===== config.mk =====
export PLATFORM = sky130hd
export DESIGN_NAME = multicycle_control_unit
export DESIGN_NICKNAME = d
export VERILOG_FILES = /design/src/rtl/rv_ctrl_pkg.sv /design/src/rtl/rv_decode.sv /design/src/rtl/multicycle_control_unit.sv
export SDC_FILE = /design/constraint.sdc
export NUM_CORES = 1
export LEC_CHECK = 0
export ABC_AREA = 1
export BUFFER_PORTS_ARGS = -buffer_cell sky130_fd_sc_hd__buf_2
export CAP_MARGIN = 20
export CORE_AREA = 2 2 84 86
export DETAILED_ROUTE_END_ITERATION = 10
export DIE_AREA = 0 0 86 88
export PLACE_DENSITY_LB_ADDON = 0.12
export SLEW_MARGIN = 40
export SYNTH_ARGS = -nofsm -noshare
export SYNTH_HDL_FRONTEND = slang
export SYNTH_SLANG_ARGS = --single-unit

===== constraint.sdc =====
create_clock -name clk -period 5.68 [get_ports clk]
set_clock_uncertainty 0.1 [all_clocks]
set_input_delay 1.136 -clock clk [delete_from_list [all_inputs] [get_ports clk]]
set_output_delay 1.136 -clock clk [all_outputs]
set_load 0.05 [all_outputs]

===== src/rtl/rv_ctrl_pkg.sv =====
// Shared encodings for the multi-cycle RV32I control unit: opcodes, control field
// codes, FSM states and the decoded-control bundle passed from rv_decode to the FSM.
package rv_ctrl_pkg;

   localparam logic [6:0] OP_IMM = 7'b0010011;
   localparam logic [6:0] OP     = 7'b0110011;
   localparam logic [6:0] LOAD   = 7'b0000011;
   localparam logic [6:0] STORE  = 7'b0100011;
   localparam logic [6:0] LUI    = 7'b0110111;
   localparam logic [6:0] AUIPC  = 7'b0010111;
   localparam logic [6:0] JAL    = 7'b1101111;
   localparam logic [6:0] JALR   = 7'b1100111;
   localparam logic [6:0] BRANCH = 7'b1100011;

   localparam logic [2:0] IMM_R = 3'd0;
   localparam logic [2:0] IMM_I = 3'd1;
   localparam logic [2:0] IMM_S = 3'd2;
   localparam logic [2:0] IMM_B = 3'd3;
   localparam logic [2:0] IMM_J = 3'd4;
   localparam logic [2:0] IMM_U = 3'd5;

   localparam logic [1:0] RD_ALU = 2'b00;
   localparam logic [1:0] RD_MEM = 2'b01;
   localparam logic [1:0] RD_PC4 = 2'b10;

   localparam logic [2:0] BR_NONE   = 3'b010;
   localparam logic [2:0] BR_ALWAYS = 3'b011;

   localparam logic [3:0] ALU_ADD    = 4'b0000;
   localparam logic [3:0] ALU_PASS_B = 4'b1001;

   typedef enum logic [2:0] {
      FETCH, DECODE, EXEC, MEM, WB, FAULT, TRAP
   } state_e;

   typedef struct packed {
      logic [2:0] imm_type;
      logic [3:0] alu_op;
      logic       alu_a_src;
      logic       alu_b_src;
      logic [1:0] rd_src;
      logic [2:0] branch_cond;
      logic [2:0] data_size;
      logic       is_load;
      logic       is_store;
      logic       wr_rd;
      logic       illegal;
   } ctrl_t;

   // Codes 010 and 011 are the "none"/"always" markers; every other funct3 is a real compare.
   function automatic logic is_cond_branch(input logic [2:0] cond);
      return (cond != BR_NONE) && (cond != BR_ALWAYS);
   endfunction

endpackage


===== src/rtl/rv_decode.sv =====
// Purely combinational RV32I decoder: instruction register to control bundle.
// Unknown opcodes decode as an R-type add and raise the illegal flag.
module rv_decode
   import rv_ctrl_pkg::*;
(
   input  logic [31:0] i_ir,
   output ctrl_t       o_ctrl
);

   logic [6:0] w_opcode;
   logic [2:0] w_funct3;
   logic       w_f7b5;
   logic       w_rd_nz;
   logic       w_unused_bits;

   assign w_opcode      = i_ir[6:0];
   assign w_funct3      = i_ir[14:12];
   assign w_f7b5        = i_ir[30];
   assign w_rd_nz       = (i_ir[11:7] != 5'd0);
   assign w_unused_bits = ^{i_ir[31], i_ir[29:15]};

   always_comb begin
      o_ctrl             = '0;
      o_ctrl.branch_cond = BR_NONE;
      o_ctrl.wr_rd       = w_rd_nz;
      case (w_opcode)
         OP_IMM: begin
            o_ctrl.imm_type  = IMM_I;
            o_ctrl.alu_op    = {(w_funct3 == 3'b101) & w_f7b5, w_funct3};
            o_ctrl.alu_b_src = 1'b1;
         end
         OP: begin
            o_ctrl.imm_type = IMM_R;
            o_ctrl.alu_op   = {w_f7b5, w_funct3};
         end
         LOAD: begin
            o_ctrl.imm_type  = IMM_I;
            o_ctrl.alu_op    = ALU_ADD;
            o_ctrl.alu_b_src = 1'b1;
            o_ctrl.rd_src    = RD_MEM;
            o_ctrl.data_size = w_funct3;
            o_ctrl.is_load   = 1'b1;
         end
         STORE: begin
            o_ctrl.imm_type  = IMM_S;
            o_ctrl.alu_op    = ALU_ADD;
            o_ctrl.alu_b_src = 1'b1;
            o_ctrl.data_size = w_funct3;
            o_ctrl.is_store  = 1'b1;
            o_ctrl.wr_rd     = 1'b0;
         end
         LUI: begin
            o_ctrl.imm_type  = IMM_U;
            o_ctrl.alu_op    = ALU_PASS_B;
            o_ctrl.alu_b_src = 1'b1;
         end
         AUIPC: begin
            o_ctrl.imm_type  = IMM_U;
            o_ctrl.alu_op    = ALU_ADD;
            o_ctrl.alu_a_src = 1'b1;
            o_ctrl.alu_b_src = 1'b1;
         end
         JAL: begin
            o_ctrl.imm_type    = IMM_J;
            o_ctrl.alu_op      = ALU_ADD;
            o_ctrl.alu_a_src   = 1'b1;
            o_ctrl.alu_b_src   = 1'b1;
            o_ctrl.rd_src      = RD_PC4;
            o_ctrl.branch_cond = BR_ALWAYS;
         end
         JALR: begin
            o_ctrl.imm_type    = IMM_I;
            o_ctrl.alu_op      = ALU_ADD;
            o_ctrl.alu_b_src   = 1'b1;
            o_ctrl.rd_src      = RD_PC4;
            o_ctrl.branch_cond = BR_ALWAYS;
         end
         BRANCH: begin
            o_ctrl.imm_type    = IMM_B;
            o_ctrl.alu_op      = ALU_ADD;
            o_ctrl.alu_a_src   = 1'b1;
            o_ctrl.alu_b_src   = 1'b1;
            o_ctrl.branch_cond = w_funct3;
            o_ctrl.wr_rd       = 1'b0;
         end
         default: begin
            o_ctrl.illegal = 1'b1;
         end
      endcase
   end

endmodule


===== src/rtl/multicycle_control_unit.sv =====
// Multi-cycle RV32I sequencer: FETCH/DECODE/EXEC/MEM/WB with memory handshakes,
// timeout fault and retire counter. Define ILLEGAL_INSN_TRAP_EN to trap unknown opcodes.
module multicycle_control_unit
   import rv_ctrl_pkg::*;
#(
   parameter int ALU_OP_W    = 4,
   parameter int IMM_TYPE_W  = 3,
   parameter int MEM_TIMEOUT = 0,
   parameter int CNT_W       = 32
) (
   input  logic                  clk,
   input  logic                  rst,
   input  logic                  imem_ready,
   input  logic [31:0]           instr,
   input  logic                  dmem_ready,
   input  logic                  branch_taken,
   output logic                  imem_req,
   output logic                  dmem_req,
   output logic                  data_read_en,
   output logic                  data_write_en,
   output logic [2:0]            data_size,
   output logic [IMM_TYPE_W-1:0] imm_type,
   output logic [ALU_OP_W-1:0]   alu_op,
   output logic                  alu_a_src,
   output logic                  alu_b_src,
   output logic [1:0]            rd_src,
   output logic [2:0]            branch_cond,
   output logic                  ir_write_en,
   output logic                  reg_write_en,
   output logic                  pc_write_en,
   output logic                  pc_src,
   output logic [CNT_W-1:0]      instret,
`ifdef ILLEGAL_INSN_TRAP_EN
   output logic                  illegal_insn,
`endif
   output logic                  fault
);

   localparam int WAIT_W = (MEM_TIMEOUT > 1) ? $clog2(MEM_TIMEOUT) : 1;
   localparam logic [WAIT_W-1:0] WAIT_LAST = WAIT_W'((MEM_TIMEOUT > 0) ? MEM_TIMEOUT - 1 : 0);

   state_e                r_state;
   state_e                w_next;
   logic [31:0]           r_ir;
   logic [WAIT_W-1:0]     r_wait;
   logic [CNT_W-1:0]      r_instret;
   logic [IMM_TYPE_W-1:0] r_imm_type;
   logic [ALU_OP_W-1:0]   r_alu_op;
   logic                  r_alu_a_src;
   logic                  r_alu_b_src;
   logic [1:0]            r_rd_src;
   logic [2:0]            r_branch_cond;
   logic [2:0]            r_data_size;
   logic                  r_is_load;
   logic                  r_is_store;
   logic                  r_wr_rd;
   ctrl_t                 w_ctrl;
   logic                  w_wait_expired;
   logic                  w_trap;

   rv_decode u_decode (
      .i_ir   (r_ir),
      .o_ctrl (w_ctrl)
   );

`ifdef ILLEGAL_INSN_TRAP_EN
   assign w_trap = w_ctrl.illegal;
`else
   logic w_unused_illegal;
   assign w_trap           = 1'b0;
   assign w_unused_illegal = w_ctrl.illegal;
`endif

   // A ready arriving on the limit cycle wins, since ready is tested before expiry.
   assign w_wait_expired = (MEM_TIMEOUT > 0) && (r_wait == WAIT_LAST);

   always_ff @(posedge clk) begin
      if (rst) r_state <= FETCH;
      else     r_state <= w_next;
   end

   always_comb begin
      w_next = r_state;
      case (r_state)
         FETCH: begin
            if (imem_ready)          w_next = DECODE;
            else if (w_wait_expired) w_next = FAULT;
         end
         DECODE:  w_next = w_trap ? TRAP : EXEC;
         EXEC:    w_next = (r_is_load || r_is_store) ? MEM : WB;
         MEM: begin
            if (dmem_ready)          w_next = r_is_store ? FETCH : WB;
            else if (w_wait_expired) w_next = FAULT;
         end
         WB:      w_next = FETCH;
         FAULT:   w_next = FAULT;
         TRAP:    w_next = TRAP;
         default: w_next = FETCH;
      endcase
   end

   // Enables are gated by rst so a mid-operation reset suppresses any pulse that cycle.
   always_comb begin
      imem_req      = 1'b0;
      ir_write_en   = 1'b0;
      dmem_req      = 1'b0;
      data_read_en  = 1'b0;
      data_write_en = 1'b0;
      reg_write_en  = 1'b0;
      pc_write_en   = 1'b0;
      pc_src        = 1'b0;
      fault         = 1'b0;
`ifdef ILLEGAL_INSN_TRAP_EN
      illegal_insn  = 1'b0;
`endif
      if (!rst) begin
         case (r_state)
            FETCH: begin
               imem_req    = 1'b1;
               ir_write_en = imem_ready;
            end
            MEM: begin
               dmem_req      = 1'b1;
               data_read_en  = r_is_load;
               data_write_en = r_is_store;
               pc_write_en   = dmem_ready && r_is_store;
            end
            WB: begin
               reg_write_en = r_wr_rd;
               pc_write_en  = 1'b1;
               pc_src       = (r_branch_cond == BR_ALWAYS) ||
                              (is_cond_branch(r_branch_cond) && branch_taken);
            end
            FAULT:   fault = 1'b1;
`ifdef ILLEGAL_INSN_TRAP_EN
            TRAP:    illegal_insn = 1'b1;
`endif
            default: ;
         endcase
      end
   end

   always_ff @(posedge clk) begin
      if (ir_write_en) r_ir <= instr;
   end

   always_ff @(posedge clk) begin
      if (rst) begin
         r_wait <= '0;
      end else if ((r_state == FETCH && !imem_ready) || (r_state == MEM && !dmem_ready)) begin
         r_wait <= r_wait + WAIT_W'(1);
      end else begin
         r_wait <= '0;
      end
   end

   always_ff @(posedge clk) begin
      if (rst)              r_instret <= '0;
      else if (pc_write_en) r_instret <= r_instret + CNT_W'(1);
   end

   always_ff @(posedge clk) begin
      if (rst) begin
         r_imm_type    <= '0;
         r_alu_op      <= '0;
         r_alu_a_src   <= 1'b0;
         r_alu_b_src   <= 1'b0;
         r_rd_src      <= RD_ALU;
         r_branch_cond <= BR_NONE;
         r_data_size   <= 3'd0;
         r_is_load     <= 1'b0;
         r_is_store    <= 1'b0;
         r_wr_rd       <= 1'b0;
      end else if (r_state == DECODE) begin
         r_imm_type    <= IMM_TYPE_W'(w_ctrl.imm_type);
         r_alu_op      <= ALU_OP_W'(w_ctrl.alu_op);
         r_alu_a_src   <= w_ctrl.alu_a_src;
         r_alu_b_src   <= w_ctrl.alu_b_src;
         r_rd_src      <= w_ctrl.rd_src;
         r_branch_cond <= w_ctrl.branch_cond;
         r_data_size   <= w_ctrl.data_size;
         r_is_load     <= w_ctrl.is_load;
         r_is_store    <= w_ctrl.is_store;
         r_wr_rd       <= w_ctrl.wr_rd;
      end
   end

   assign instret     = r_instret;
   assign imm_type    = r_imm_type;
   assign alu_op      = r_alu_op;
   assign alu_a_src   = r_alu_a_src;
   assign alu_b_src   = r_alu_b_src;
   assign rd_src      = r_rd_src;
   assign branch_cond = r_branch_cond;
   assign data_size   = r_data_size;

endmodule


==> results of run 1 <==
[power by group]
group,internal [W],leakage [nW],switching (W)
Combinational,0.0000564,1.17,0.000169
Sequential,0.000544,0.585,0.0000227
Clock,0.000334,0.128,0.000198
[worst max-delay path, stage by stage]
cell     delay [ns]
buf_2          0.14
buf_4          0.28
inv_1          0.17
nand2_4        0.08
inv_2          0.29
buf_2          0.34
[registers in the layout (all words and copies together), names as in the netlist]
register / cells
alu_a_src: 1
alu_b_src: 1
alu_op: 4
branch_cond: 3
data_size: 3
imm_type: 3
instret: 32
r_ir: 16
r_is_load: 1
r_is_store: 1
r_state: 3
r_wr_rd: 1
rd_src: 1
[cell usage in the layout (no fill, tap or decap), drive strengths merged]
cell and count:
nand2 117, nor2 87, buf 82, dfxtp 54, inv 54, nand3 30, a21oi 27, edfxtp 16
nor3 16, nand4 14, o21ai 13, clkbuf 9, xor2 6, o211ai 5, nor3b 5, xnor2 4
bufinv 4, a211oi 3, a31oi 3, clkinv 3, o21bai 2, or2 1, o21a 1, nand3b 1
ha 1
[how the worst min path moves through the flow]
stage | slack [ns] | startpoint | cells past startpoint | end
5_1_grt | 0.39 | alu_op[2] | 2 | alu_op[2]
3_3_place_gp | 0.36 | alu_op[1] | 2 | alu_op[1]
6_report | 0.37 | imm_type[1] | 2 | imm_type[1]
2_1_floorplan | 0.40 | r_ir[7] | 2 | r_wr_rd
3_5_place_dp | 0.36 | data_size[0] | 2 | data_size[0]
4_1_cts | 0.38 | data_size[0] | 2 | data_size[0]
[cells by family (layout without fill, tap and decap cells)]
logic type | count (synthesis) | in the layout | synth area share
buffers and inverters | 68 | 152 | 0.0790
xor gates and xnor gates | 10 | 10 | 0.0254
DFF | 70 | 70 | 0.452
AOI/OAI and AO/OA | 54 | 54 | 0.0895
adders and majority gates | 1 | 1 | 0.00362
and+or+nand+nor | 271 | 271 | 0.350
[metrics by stage]
stage,hold WS (ns),utilization,std cells,power (W),setup WS (ns)
after global routing,0.393,0.628,638,0.00138,1.90
after global placement,0.357,0.587,621,0.000795,1.77
after floorplan,0.398,-,474,0.000747,0.599
after detailed placement,0.362,0.588,621,0.000802,1.98
after CTS,0.375,0.627,637,0.00133,1.98
final,0.375,0.628,638,0.00132,1.98
[cell type report]
cell class              instances  area share
flip-flops and latches         70       0.374
well taps                      80      0.0240
multi-input cells             336       0.390
inverters                      54      0.0485
clock inverters                 7      0.0327
repair buffers                 82       0.101
clock buffers                   9      0.0297
[routing by layer]
| layer | wire length [um] | part of all wire | track usage | up-vias |
|---|---|---|---|---|
| met5 | 0 | 0 | 0 | - |
| met4 | 112 | 0.014 | 0.0707 | 0 |
| met3 | 601 | 0.073 | 0.0792 | 13 |
| met2 | 3940 | 0.48 | 0.393 | 100 |
| met1 | 3600 | 0.44 | 0.276 | 1504 |
| li1 | - | - | - | 1690 |
==> flow_summary_export.csv, run 1 <==
group,metric,value,unit
run_status,run_status,"finished clean",
routing,drtAntennaViolNets,0,
clock_network,cts_buffers,9,
routing,drt_wl_total,8.25,mm
cells_and_area,final_area,0.00418,mm2
critical_path,worst-endpoint-required,4.44,ns
clock_network,cts_sinks,70,
logic_synthesis,async_flop_share,0,
clock_network,clockRootBuffer,"clkbuf_8",
cells_and_area,fillers,597,
logic_synthesis,ys.warnings.count,0,
critical_path,cp.arrival,2.46,ns
global_route,grt_start_max_net_pins,43,
logic_synthesis,synth_common_cells,"nand2_1 (111), nor2_1 (83), dfxtp_1 (54), inv_1 (53), nand3_1 (29)",
clock_network,cts_tree,"yes",
clock_network,clockBufferDepth,2,
placement,dp_hpwl,5.88,mm
die,dieArea,0.00757,mm2
cells_and_area,multi_input_area,0.00163,mm2
routing,drtIter0Drc,203,
die,coreArea,0.00664,mm2
logic_synthesis,synthFlopType,"dfxtp_1",
die,fp.dieH,88,um
logic_synthesis,synth.distinct_cells,34,
cells_and_area,drive_gt1_frac,0.208,
clock_network,post_cts_resized,0,
timing,period_share,0.651,
min_path,min_path_type,"reg -> reg",
logic_synthesis,syn_nets,512,
job,maxCapViolCount,0,
global_route,grt_pass1_wl,13.6,mm
clock_network,hold_buffers,0,
critical_path,r2r-start,"instret[0]",
clock_network,clk_latency,0.36,ns
logic_synthesis,synth_cells,474,
pwr,powerDensity,317,mW/mm2
clock_network,htreeDepth,3,
timing,drv_slew,0,
critical_path,cp-end-kind,"output pin",
cells_and_area,syn_to_final_growth,20.9,%
cells_and_area,layout.nets,591,
timing,tightestPinTransition,0.473,ns
timing,final.min_clock_period,3.70,ns
logic_synthesis,syn_area,0.00345,mm2
cells_and_area,diodes,0,
critical_path,start_kind,"primary input",
routing,viasPerCell,5.18,
die,die_w,86,um
cells_and_area,seq_area,0.00156,mm2
critical_path,worstSetupPathType,"in -> out",
routing,firstDrtPassIters,5,
critical_path,crit_path_start,"rst",
critical_path,crit_path_max_fanout,42,
logic_synthesis,netlist.area_leader.share,0.313,
placement,portBuffers,78,
placement,dpl-instance-area,0.00391,mm2
global_route,grt_usage,0.231,
logic_synthesis,synth.most_common_cell,"nand2_1",
timing,hold_violations,0,
timing,relSlewSlack,0.685,
logic_synthesis,yosys_register_bits,70,
critical_path,reg2reg_slack,3.71,ns
routing,wl_per_cell,12.9,um
logic_synthesis,synth_edf_count,16,
die,rows,30,
die,io_pins,95,
clock_network,clk_pin_slew,0.07,ns
logic_synthesis,ys_seq_area_frac,0.452,
critical_path,r2r-end,"instret[26]",
global_route,grt_pass1_vias,3005,
critical_path,endpoint,"pc_write_en",
global_route,antenna_found_initial,0,
pwr,ir_worst_vdd,0.197,mV
routing,drc,0,
pwr,power.leakage,1.88,nW
timing,tns,0,ns
logic_synthesis,synth_area_leaders,"dfxtp_1 (31%), edfxtp_1 (14%), nand2_1 (12%)",
critical_path,ff2ff_path_depth,10,
routing,routed-via-count,3307,
die,initial_core_util,0.520,
timing,rsz0062_at_grt,"no",
logic_synthesis,synth_top_area_cell,"dfxtp_1",
global_route,grt_overflow,0,
placement,finalWeightedCongestion,0.876,
timing,fmax,0.270,GHz
logic_synthesis,avgSynthCellArea,7.29,um2
clock_network,cts_setup_buffers,0,
timing,finalSetupViolCount,0,
(Power assumes the default switching activity.)
==> run 2, diff against run 1 <==
- CORE_AREA: 2 2 84 86 -> 2 2 89 91
- DIE_AREA: 0 0 86 88 -> 0 0 91 93
- clock period: 5.68 -> 3 ns (I/O delays scaled with it)
==> run 2 against run 1 <==
Net effect:
- final area decreased by 0.81%
- routed wire length decreased by 3.0%
- cell count increased by 3.8%
- largest cell class unchanged
- sequential share of layout area increased by 0.31 points
==> flow_summary_export.csv, run 2 (synthesis gave the netlist of run 1 again) <==
group,metric,value,unit
run_status,run_status,"finished clean",
cells_and_area,largest_register_ff_count,32,
critical_path,cp-end-kind,"output pin",
pwr,swShare,0.322,
pwr,power_frac_comb,0.185,
clock_network,cts_tree,"yes",
critical_path,cp.arrival,1.64,ns
job,maxCapViolCount,0,
clock_network,htreeDepth,3,
pwr,ir_worst_vdd,0.342,mV
timing,rsz0062_at_grt,"no",
critical_path,slowest_stage,"dfxtp_1",
clock_network,cts_sinks,70,
pwr,powerDensity,541,mW/mm2
clock_network,cts_setup_buffers,0,
clock_network,clk_pin_slew,0.07,ns
die,initial_core_util,0.459,
pwr,power,0.00224,W
critical_path,cp.buffers_inverters,2,
cells_and_area,final_util,0.550,
clock_network,clockRootBuffer,"clkbuf_8",
cells_and_area,final_cell_mix,"nand2_1 (111), nor2_1 (83), buf_2 (78), dfxtp_1 (54), inv_1 (53)",
cells_and_area,diodes,0,
timing,relSlewSlack,0.732,
timing,fmax,0.428,GHz
timing,tightestPinTransition,0.400,ns
timing,drv_slew,0,
cells_and_area,final_area,0.00414,mm2
global_route,grt_start_max_net_pins,22,
pwr,p_clk_frac,0.335,
routing,drtAntennaViolNets,0,
placement,finalWeightedCongestion,0.845,
min_path,worstHoldStart,"instr[6]",
clock_network,hold_buffers,0,
die,die_w,91,um
global_route,grt_overflow,0,
cells_and_area,syn_to_final_growth,19.9,%
cells_and_area,layout_commonest_cell,"nand2_1",
clock_network,clk_latency,0.35,ns
routing,wl_per_cell,12.1,um
routing,drtIter0Drc,173,
critical_path,crit_path_max_fanout,14,
global_route,grt_pass1_vias,2944,
critical_path,crit_family,"simple AND/OR/NAND/NOR gates",
die,fp.dieH,93,um
cells_and_area,drive_gt1_frac,0.211,
timing,finalSetupViolCount,0,
critical_path,worstSetupPathType,"reg -> out",
placement,dpl-instance-area,0.00395,mm2
critical_path,r2r-end,"instret[20]",
timing,final.min_clock_period,2.34,ns
clock_network,clockBufferDepth,2,
critical_path,crit_path_start,"r_state[1]",
clock_network,post_cts_resized,0,
critical_path,ff2ff_path_depth,8,
min_path,min_path_type,"in -> reg",
timing,tns,0,ns
global_route,grt_usage,0.202,
pwr,p_switching,0.000721,W
timing,period_share,0.779,
critical_path,path_cells,"nand2_2 > nor2_4 > nand2_2 > nand2_4 > nand2_4 > inv_2 > buf_2",
critical_path,worst-endpoint-required,2.30,ns
clock_network,cts_buffers,9,
routing,firstDrtPassIters,4,
pwr,power_frac_seq,0.480,
critical_path,max_stage_delay,0.42,ns
global_route,antenna_found_initial,0,
critical_path,path_depth,7,
die,coreArea,0.00753,mm2
global_route,grt_pass1_wl,13.5,mm
placement,dp_hpwl,5.95,mm
routing,drt_wl_total,8.00,mm
die,rows,32,
die,dieArea,0.00846,mm2
cells_and_area,layout.nets,593,
critical_path,reg2reg_slack,1.11,ns
pwr,power.leakage,1.85,nW
die,io_pins,95,
placement,portBuffers,78,
critical_path,r2r-start,"instret[0]",
critical_path,endpoint,"pc_write_en",
routing,routed-via-count,3194,
timing,hold_violations,0,
routing,viasPerCell,4.82,
pwr,power.internal,0.00152,W
critical_path,start_kind,"register",
routing,drc,0,
-- run 2: how the worst min path moves through the flow --
stage / to / slack [ns] / cells past startpoint
after floorplan: r_wr_rd / 0.40 / 2
after CTS: r_ir[6] / 0.31 / 1
final: r_ir[6] / 0.32 / 1
after global routing: r_ir[5] / 0.30 / 1
after detailed placement: alu_op[1] / 0.36 / 2
after global placement: alu_op[1] / 0.36 / 2
-- run 2: area by class of cell --
type                    instances  area (um2)
fillers                       761        3390
multi-input cells             336        1620
flip-flops and latches         70        1560
repair buffers                 84         435
inverters                      54         203
clock buffers                  10         128
well taps                     102         128
clock inverters                 6        62.6
-- run 2: stage by stage --
step	hold slack [ns]	cells	setup WS, ns
after global placement	0.363	646	0.713
final	0.323	662	0.664
after CTS	0.314	662	0.648
after global routing	0.303	662	0.537
after floorplan	0.398	474	0.0230
after detailed placement	0.361	646	0.720
-- run 2: power by group through the flow --
stage	registers (W)	logic, W	clock network (W)
2_1_floorplan	0.00119	0.000228	0
3_3_place_gp	0.00109	0.000415	0
3_5_place_dp	0.00109	0.000418	0
4_1_cts	0.00107	0.000419	0.000767
5_1_grt	0.00108	0.000456	0.000815
6_report	0.00107	0.000415	0.000750
-- run 2: routing by layer --
metal	routed length (um)	GRT usage
met1	3540	0.251
met2	3920	0.340
met3	461	0.0451
met4	82	0.0833
met5	0	0
